$ cat src/rtl/mesh_result_collector_if.sv
// Bundle of the mesh-side result lanes and the row-stream handshake
// toward writeback. The slave modport is the collector's view; the
// master modport is the environment that drives the mesh lanes and
// consumes the deskewed rows.
interface mesh_result_collector_if #(
   parameter int WIDTH = 16
);
   logic                    in_start;
   logic signed [WIDTH-1:0] in_c_0;
   logic signed [WIDTH-1:0] in_c_1;
   logic signed [WIDTH-1:0] in_c_2;
   logic signed [WIDTH-1:0] in_c_3;
   logic                    out_valid;
   logic                    out_ready;
   logic signed [WIDTH-1:0] out_c_0;
   logic signed [WIDTH-1:0] out_c_1;
   logic signed [WIDTH-1:0] out_c_2;
   logic signed [WIDTH-1:0] out_c_3;
   logic [1:0]              out_row;
   logic                    out_last;
   logic                    busy;
   logic                    overrun;

   modport slave (
      input  in_start, in_c_0, in_c_1, in_c_2, in_c_3, out_ready,
      output out_valid, out_c_0, out_c_1, out_c_2, out_c_3,
             out_row, out_last, busy, overrun
   );

   modport master (
      output in_start, in_c_0, in_c_1, in_c_2, in_c_3, out_ready,
      input  out_valid, out_c_0, out_c_1, out_c_2, out_c_3,
             out_row, out_last, busy, overrun
   );
endinterface

$ cat src/rtl/mesh_result_collector.sv
// Collects one skewed 4x4 result tile from the mesh output lanes,
// removes the per-lane one-cycle skew and streams the tile out as four
// aligned rows over valid/ready.
// Optional feature: define RESULT_RELU_EN to clamp negative elements to
// zero at the output mux (the tile buffer keeps the raw values).
module mesh_result_collector #(
   parameter int WIDTH     = 16,
   parameter int START_LAT = 1
) (
   input  logic                          clock,
   input  logic                          reset_n,
   mesh_result_collector_if.slave        io
);

   typedef enum logic [1:0] {
      S_IDLE    = 2'd0,
      S_WAIT    = 2'd1,
      S_CAPTURE = 2'd2,
      S_DRAIN   = 2'd3
   } state_t;

   state_t     state_q, state_d;
   logic [3:0] lat_cnt_q, lat_cnt_d;
   logic [2:0] cap_cnt_q, cap_cnt_d;
   logic [1:0] row_idx_q, row_idx_d;
   logic       overrun_q;
   logic       cap_en;
   logic       drain;

   // Lane samples are registered once; the capture stage writes the
   // buffer from this register, so the sample taken at edge
   // E0+START_LAT+j+k lands in the tile one edge later.
   logic signed [WIDTH-1:0] lane_p0 [4];
   logic signed [WIDTH-1:0] tile_q  [4][4];

   function automatic logic signed [WIDTH-1:0] relu_clamp(
      input logic signed [WIDTH-1:0] x
   );
`ifdef RESULT_RELU_EN
      return x[WIDTH-1] ? '0 : x;
`else
      return x;
`endif
   endfunction

   // State, counters and the sticky overrun flag.
   always_ff @(posedge clock or negedge reset_n) begin
      if (!reset_n) begin
         state_q   <= S_IDLE;
         lat_cnt_q <= '0;
         cap_cnt_q <= '0;
         row_idx_q <= '0;
         overrun_q <= 1'b0;
      end else begin
         state_q   <= state_d;
         lat_cnt_q <= lat_cnt_d;
         cap_cnt_q <= cap_cnt_d;
         row_idx_q <= row_idx_d;
         if (io.in_start && (state_q != S_IDLE))
            overrun_q <= 1'b1;
      end
   end

   // Next-state logic: start wait, 7-cycle skewed capture, 4-row drain.
   always_comb begin
      state_d   = state_q;
      lat_cnt_d = lat_cnt_q;
      cap_cnt_d = cap_cnt_q;
      row_idx_d = row_idx_q;
      cap_en    = 1'b0;
      case (state_q)
         S_IDLE: begin
            if (io.in_start) begin
               state_d   = S_WAIT;
               lat_cnt_d = 4'd1;
            end
         end
         S_WAIT: begin
            lat_cnt_d = lat_cnt_q + 4'd1;
            if (lat_cnt_q == 4'(START_LAT)) begin
               state_d   = S_CAPTURE;
               cap_cnt_d = '0;
            end
         end
         S_CAPTURE: begin
            cap_en = 1'b1;
            if (cap_cnt_q == 3'd6) begin
               state_d   = S_DRAIN;
               row_idx_d = '0;
            end else begin
               cap_cnt_d = cap_cnt_q + 3'd1;
            end
         end
         S_DRAIN: begin
            if (io.out_ready) begin
               row_idx_d = row_idx_q + 2'd1;
               if (row_idx_q == 2'd3)
                  state_d = S_IDLE;
            end
         end
         default: state_d = S_IDLE;
      endcase
   end

   // ---- stage p0: register the four mesh lanes every cycle ----
   always_ff @(posedge clock or negedge reset_n) begin
      if (!reset_n) begin
         for (int j = 0; j < 4; j++)
            lane_p0[j] <= '0;
      end else begin
         lane_p0[0] <= io.in_c_0;
         lane_p0[1] <= io.in_c_1;
         lane_p0[2] <= io.in_c_2;
         lane_p0[3] <= io.in_c_3;
      end
   end

   // ---- capture: at step c, lane j holds its sample c-j (deskew) ----
   always_ff @(posedge clock or negedge reset_n) begin
      if (!reset_n) begin
         for (int k = 0; k < 4; k++)
            for (int j = 0; j < 4; j++)
               tile_q[k][j] <= '0;
      end else begin
         for (int k = 0; k < 4; k++)
            for (int j = 0; j < 4; j++)
               if (cap_en && (int'(cap_cnt_q) == j + k))
                  tile_q[k][j] <= lane_p0[j];
      end
   end

   // ---- output mux: rows read straight from the buffer, zero when idle ----
   assign drain        = (state_q == S_DRAIN);
   assign io.out_valid = drain;
   assign io.out_row   = drain ? row_idx_q : 2'd0;
   assign io.out_last  = drain && (row_idx_q == 2'd3);
   assign io.out_c_0   = drain ? relu_clamp(tile_q[row_idx_q][0]) : '0;
   assign io.out_c_1   = drain ? relu_clamp(tile_q[row_idx_q][1]) : '0;
   assign io.out_c_2   = drain ? relu_clamp(tile_q[row_idx_q][2]) : '0;
   assign io.out_c_3   = drain ? relu_clamp(tile_q[row_idx_q][3]) : '0;
   assign io.busy      = (state_q != S_IDLE);
   assign io.overrun   = overrun_q;

endmodule

$ cat src/flat_wrapper.sv
// flat-port wrapper written by rule: the top's interface ports become plain ports
module mesh_result_collector_flat 
#(
   parameter int WIDTH     = 16,
   parameter int START_LAT = 1
)
  (clock, reset_n, io_in_start, io_in_c_0, io_in_c_1, io_in_c_2, io_in_c_3, io_out_ready, io_out_valid, io_out_c_0, io_out_c_1, io_out_c_2, io_out_c_3, io_out_row, io_out_last, io_busy, io_overrun);
  mesh_result_collector_if #(.WIDTH(WIDTH)) io_i ();
  input  logic clock;
  input  logic reset_n;
  input wire logic [$bits(io_i.in_start)-1:0] io_in_start;
  input wire logic [$bits(io_i.in_c_0)-1:0] io_in_c_0;
  input wire logic [$bits(io_i.in_c_1)-1:0] io_in_c_1;
  input wire logic [$bits(io_i.in_c_2)-1:0] io_in_c_2;
  input wire logic [$bits(io_i.in_c_3)-1:0] io_in_c_3;
  input wire logic [$bits(io_i.out_ready)-1:0] io_out_ready;
  output wire logic [$bits(io_i.out_valid)-1:0] io_out_valid;
  output wire logic [$bits(io_i.out_c_0)-1:0] io_out_c_0;
  output wire logic [$bits(io_i.out_c_1)-1:0] io_out_c_1;
  output wire logic [$bits(io_i.out_c_2)-1:0] io_out_c_2;
  output wire logic [$bits(io_i.out_c_3)-1:0] io_out_c_3;
  output wire logic [$bits(io_i.out_row)-1:0] io_out_row;
  output wire logic [$bits(io_i.out_last)-1:0] io_out_last;
  output wire logic [$bits(io_i.busy)-1:0] io_busy;
  output wire logic [$bits(io_i.overrun)-1:0] io_overrun;
  assign io_i.in_start = io_in_start;
  assign io_i.in_c_0 = io_in_c_0;
  assign io_i.in_c_1 = io_in_c_1;
  assign io_i.in_c_2 = io_in_c_2;
  assign io_i.in_c_3 = io_in_c_3;
  assign io_i.out_ready = io_out_ready;
  assign io_out_valid = io_i.out_valid;
  assign io_out_c_0 = io_i.out_c_0;
  assign io_out_c_1 = io_i.out_c_1;
  assign io_out_c_2 = io_i.out_c_2;
  assign io_out_c_3 = io_i.out_c_3;
  assign io_out_row = io_i.out_row;
  assign io_out_last = io_i.out_last;
  assign io_busy = io_i.busy;
  assign io_overrun = io_i.overrun;
  mesh_result_collector #(.WIDTH(WIDTH), .START_LAT(START_LAT)) u_core (.clock(clock), .reset_n(reset_n), .io(io_i));
endmodule
$ cat config.mk
export PLATFORM = sky130hd
export DESIGN_NAME = mesh_result_collector_flat
export DESIGN_NICKNAME = d
export VERILOG_FILES = /design/src/rtl/mesh_result_collector_if.sv /design/src/rtl/mesh_result_collector.sv /design/src/flat_wrapper.sv
export SDC_FILE = /design/constraint.sdc
export NUM_CORES = 1
export LEC_CHECK = 0
export BUFFER_PORTS_ARGS = -buffer_cell sky130_fd_sc_hd__buf_4
export CAP_MARGIN = 10
export CORE_AREA = 5 5 168 170
export CTS_CLUSTER_DIAMETER = 100
export DETAILED_ROUTE_END_ITERATION = 12
export DIE_AREA = 0 0 173 175
export GPL_ROUTABILITY_DRIVEN = 0
export HOLD_SLACK_MARGIN = 0.12
export PLACE_DENSITY = 0.75
export RECOVER_POWER = 25
export SYNTH_ARGS = -nofsm -noshare
export SYNTH_HDL_FRONTEND = slang
export SYNTH_SLANG_ARGS = --single-unit
$ cat constraint.sdc
create_clock -name clock -period 1.81 [get_ports clock]
set_clock_uncertainty 0.2 [all_clocks]
set_input_delay 0.0905 -clock clock [delete_from_list [all_inputs] [get_ports clock]]
set_output_delay 0.0905 -clock clock [all_outputs]
set_load 0.05 [all_outputs]
# == Word-level counts from Yosys, hierarchy flattened ==
# Cells that the tools add are included.
# classes
reduce_logical,19
mux,23
n_addsub,3
n_bitwise,1
eq_ne,18
order_cmp,1
# op_table
cell,count
binary-select mux 64 bit (select 2 bit),1
two-way mux 64 bit,2
two-way mux 16 bit,4
two-way mux 2 bit,8
"== test 3 bit, second input constant",5
logical AND 1 bit,9
"!= test 2 bit, second input constant",4
one-hot mux 2 bit (4 select lines),1
one-hot mux 4 bit (2 select lines),1
nonzero test 2 bit,4
"== test 2 bit, second input constant",3
"== test 3 x 2 -> 1 bit, second input constant",2
two-way mux 3 bit,2
one-hot mux 3 bit (2 select lines),1
AND reduction 3 bit,2
AND reduction 5 bit,1
"adder 4 x 1 -> 4 bit, second input constant",1
"== test 4 x 1 -> 1 bit, second input constant",1
two-way mux 4 bit,1
"!= test 2 x 1 -> 1 bit, second input constant",2
one-hot mux 2 bit (2 select lines),1
"adder 3 x 1 -> 3 bit, second input constant",1
">= comparator 3 bit, second input constant",1
logical NOT 3 bit,1
6 further kinds,6
# word_totals
reg_bits,332
input_bits,68
output_inout_bits,70

# == Depth between registers and ports, before layout ==
# logic_depth
word_depth,5
depth_mapped,7
mapped_depth_nobuf,6

# == Worst setup path after synthesis ==
# OpenSTA, ideal clock, no wires.
# synth_timing
kind,flip-flop to output port
start,reg u_core.state_q[1]
end,out io_out_c_0[0]
slack_ns,-0.344
t_arrival_ns,1.864
path_stages_with_launch,5
required_time_ns,1.519
path_cell_list,dfrtp_1 -> ha_1 -> clkbuf_1 -> clkbuf_1 -> and2_1
# synth_via
elab_chain_cells,2
# synth_lines
item,line,text
"start, declared",mesh_result_collector.sv:22,"state_t state_q, state_d;"
"start signal, assigned",mesh_result_collector.sv:55,state_q <= state_d;
== test 2 bit,mesh_result_collector.sv:133,assign drain = (state_q == S_DRAIN);
named net io_out_valid,flat_wrapper.sv:17,output wire logic [$bits(io_i.out_valid)-1:0] io_out_valid;
two-way mux 16 bit,mesh_result_collector.sv:137,assign io.out_c_0 = drain ? relu_clamp(tile_q[row_idx_q][0]) : '0;
"end, declared",flat_wrapper.sv:18,output wire logic [$bits(io_i.out_c_0)-1:0] io_out_c_0;
# The timed path passes the listed nets, and every way through them passes these cells.

# == Final worst setup path ==
# layout_timing
start,reg u_core.row_idx_q[0]
end,out io_out_c_0[0]
# layout_via
elab_chain_cells,5
# layout_lines
item,line,text
"start, declared",mesh_result_collector.sv:25,"logic [1:0] row_idx_q, row_idx_d;"
"start signal, assigned",mesh_result_collector.sv:58,row_idx_q <= row_idx_d;
inverter 2 -> 3 bit (implied by the code),mesh_result_collector.sv:137,
binary-select mux 64 bit (select 2 bit),mesh_result_collector.sv:137,
two-way mux 64 bit (implied by the code) (2 in series),mesh_result_collector.sv:137,
two-way mux 16 bit,mesh_result_collector.sv:137,
# No other way between the ends. The select of a mux whose other input is x is not followed.

==> results.json <==
{
  "path_clk_slew_ns": 0.06,
  "worstRegToRegCells": 10,
  "die_h_um": 175,
  "worst_ep_arrival_time_ns": 2.14,
  "detailed_place_hpwl_um": 17780,
  "outcome": "finished with violations",
  "hold_path.class": "in2reg",
  "max_freq_mhz": 412.1,
  "avgRoutedWirePerCell_um": 26.50,
  "synth.lib_cells_used.distinct": 34,
  "worst_setup_path_end_kind": "primary output",
  "grt_pass1_wl_um": 60030,
  "ys_warn_count": 0,
  "number_of_remaining_drc_errors": 0,
  "clock_insertion_delay_worst_skew_ns": 0.52,
  "synthesis.nets": 918,
  "global_route.overflow_total": 0,
  "die-width_um": 173,
  "syn-mean-instance-area_um2": 16.56,
  "grt.met2_usage_pct": 45.20,
  "drt_antenna_net_count": 0,
  "synth_sequential_area_ratio_pct": 59.86,
  "routed_via_density": 5.724,
  "tritoncts_clock_tree": "done",
  "final.fill_count": 1179,
  "timing.max_cap.violations": 0,
  "static_leakage_nw": 10.46,
  "finalWorstSetupSlack_ns": -0.6167,
  "unrepaired_setup_endpoints_after_global_routing": "yes",
  "worst_ir_drop_vdd_mv": 1.399,
  "p_per_area_mw_per_mm2": 1865,
  "critical_path.endpoint": "io_out_c_0[0]",
  "track_usage_pct": 25.36,
  "timing.setup.critical_path_class": "reg2out",
  "final.min_clock_period_ns": 2.427,
  "worstReg2RegEnd": "u_core.tile_q[222]$_DFFE_PN0P_",
  "die_area_mm2": 0.03028,
  "grt_start_max_net_pins": 64,
  "drt_iter0_markers": 642,
  "violations_in_the_final_reports": "setup timing",
  "htree_num_levels": 2,
  "grt_use_met1_pct": 32.16,
  "drt_pass1_iterations": 5,
  "clkSinkCount": 332,
  "fraction_of_the_cycle_the_final_worst_path_needs_pct": 134.1,
  "worstPathRequired_ns": 1.52,
  "placeableCoreArea_mm2": 0.02658,
  "critPathMaxFanout": 6,
  "groute.layer.met3.usage_pct": 3.873,
  "hold_viol": 0,
  "num_io_pins": 138,
  "grt_antenna_before_repair": 0,
  "place.port_buffers": 137,
  "drv_slew": 0,
  "reg2reg_slack_ns": -0.43,
  "tightest_slew_ns": 0.6572,
  "drt-total-wl_um": 42800,
  "via_count_of_the_first_global_routing_pass": 10250,
  "post_synth_inst_count": 838,
  "critPathLaunchType": "flip-flop",
  "design.final.nets": 1326,
  "route.vias.total": 9245,
  "drive_gt1_share_pct": 59.65,
  "rr_startpoint": "u_core.state_q[1]$_DFFE_PN0P_",
  "timing.slew.headroom_pct": 56.19,
  "busiest_layer_in_global_routing": "met2",
  "antenna_cells": 0,
  "ys_ff_latch": 332,
  "placementRows": 60,
  "timing.final.setup_violations": 357,
  "synthesis.area_mm2": 0.01388,
  "timing.critical_path.from": "u_core.row_idx_q[0]$_DFFE_PN0P_",
  "clk_root_buffer_cell": "clkbuf_16",
  "floorplan.initialDensity_pct": 52.22,
  "areaGrowthSynthToFinish_pct": 57.16,
  "cts.path.max_buffers": 3,
  "whs_ns": 0.1949,
  "place_worst_setup_slack_ns": -0.1739,
  "tritoncts.num_buffers": 36
}
[state kept, by name, summed over array words and instances, names as in the netlist]
name               flops
u_core.lane_p0        64
u_core.io.overrun      1
u_core.state_q         2
u_core.cap_cnt_q       3
u_core.tile_q        256
u_core.lat_cnt_q       4
u_core.row_idx_q       2
[cells by family (layout without fill, tap and decap cells)]
kind of cell | after synthesis | after routing | synth area share [%]
AOI/OAI and AO/OA | 15 | 15 | 0.7663
adders and majority gates | 12 | 12 | 1.082
buffers and inverters | 58 | 493 | 2.389
DFF | 332 | 332 | 59.86
muxes | 325 | 325 | 31.80
and+or+nand+nor | 96 | 97 | 4.102
[layout make-up]
type,count,area (um2),area share (%)
Clock buffer,55,1114,5.106
Clock inverter,11,142.6,0.6540
Inverter,11,46.29,0.2123
Multi-Input combinational cell,449,6554,30.05
Sequential cell,332,8315,38.13
Tap cell,341,426.7,1.956
Timing Repair Buffer,416,5213,23.90
[cells in the mapped netlist]
master	count	area [um2]
nand3_2	2	20.02
nor3_1	1	5.000
buf_6	8	90.09
mux2i_1	4	40.04
nor2_1	4	15.01
nand4_1	1	6.260
o21a_1	1	7.510
dfrtp_1	332	8308
nand2_1	10	37.54
inv_1	10	37.54
nor2b_1	2	12.51
a21o_1	1	7.510
a21oi_1	2	10.01
ha_1	12	150.1
buf_2	25	125.1
nand2b_1	2	12.51
inv_2	1	3.750
mux2_4	10	150.1
o21ai_1	1	5.000
clkbuf_1	8	30.03
a2bb2oi_2	1	15.01
nand2_2	1	6.260
and3_1	2	12.51
o21ai_0	6	30.03
a311o_1	1	10.01
nand3_1	4	20.02
mux2_2	65	732.0
buf_4	6	45.04
o31ai_2	1	12.51
nor2b_2	1	8.760
mux2_1	182	2049
and2_1	66	412.9
o2111ai_1	1	8.760
mux4_2	64	1441
[stage by stage]
stage	area (um2)	power, mW	std cells	utilization (%)	setup TNS (ns)
floorplan	13990	21.01	838	-	-5.204
global placement	15950	24.42	1330	60.03	-8.135
detailed placement	15950	24.84	1330	60.03	-12.08
CTS	20790	36.82	1595	78.23	-130.97
global route	21810	42.06	1615	82.07	-131.04
finish	21810	40.67	1615	82.07	-119.73
[per-layer routing]
metal  part of all wire (%)  vias to the layer above
li1                       -                     3873
met1                     40                     4958
met2                     53                      304
met3                    4.3                      110
met4                    3.4                        0
met5                      0                        -
[worst max-delay path, cell delays in order, from the launching register on]
cell and delay, ns:
dfrtp_4 0.48, buf_8 0.15, buf_12 0.13, mux4_2 0.54, and2_4 0.17, buf_6 0.15
[power by group]
part           total, mW  internal, mW  switching (mW)
Clock               7.73          4.69            3.05
Sequential          12.6          10.5            2.09
Combinational       20.4          12.0            8.40
[worst min-delay path by stage]
stage | cells past startpoint | to | slack [ns] | from
global placement | 1 | u_core.lane_p0[6]$_DFF_PN0_ | -0.20 | reset_n
finish | 3 | u_core.io.overrun$_DFFE_PN0P_ | 0.19 | io_in_start
detailed placement | 1 | u_core.lane_p0[6]$_DFF_PN0_ | -0.19 | reset_n
CTS | 3 | u_core.io.overrun$_DFFE_PN0P_ | 0.19 | io_in_start
global route | 3 | u_core.io.overrun$_DFFE_PN0P_ | 0.20 | io_in_start
floorplan | 0 | u_core.cap_cnt_q[0]$_DFFE_PN0P_ | -0.41 | reset_n
[cells in the final DEF, fill, tap and decap left out, drive strengths merged, types with 7 or more instances in the layout]
master | Yosys | layout
and2 | 66 | 66
buf | 39 | 212
clkbuf | 8 | 126
dfrtp | 332 | 332
dlygate4sd3 | 0 | 132
ha | 12 | 12
inv | 11 | 13
mux2 | 257 | 257
mux4 | 64 | 64
nand2 | 11 | 11
nand3 | 6 | 7
o21ai | 7 | 7
[repair_timing]
| action | CTS | global route |
|---|---|---|
| setup buffers | 40 | 39 |
| gates cloned | 29 | 8 |
| hold buffers | 133 | 0 |
| endpoints found under the setup margin | 234 | 334 |
| endpoints found under the hold margin | 405 | 0 |
| pin swaps | 21 | 45 |
| gates resized for setup | 300 | 296 |
(Power assumes the default switching activity.)
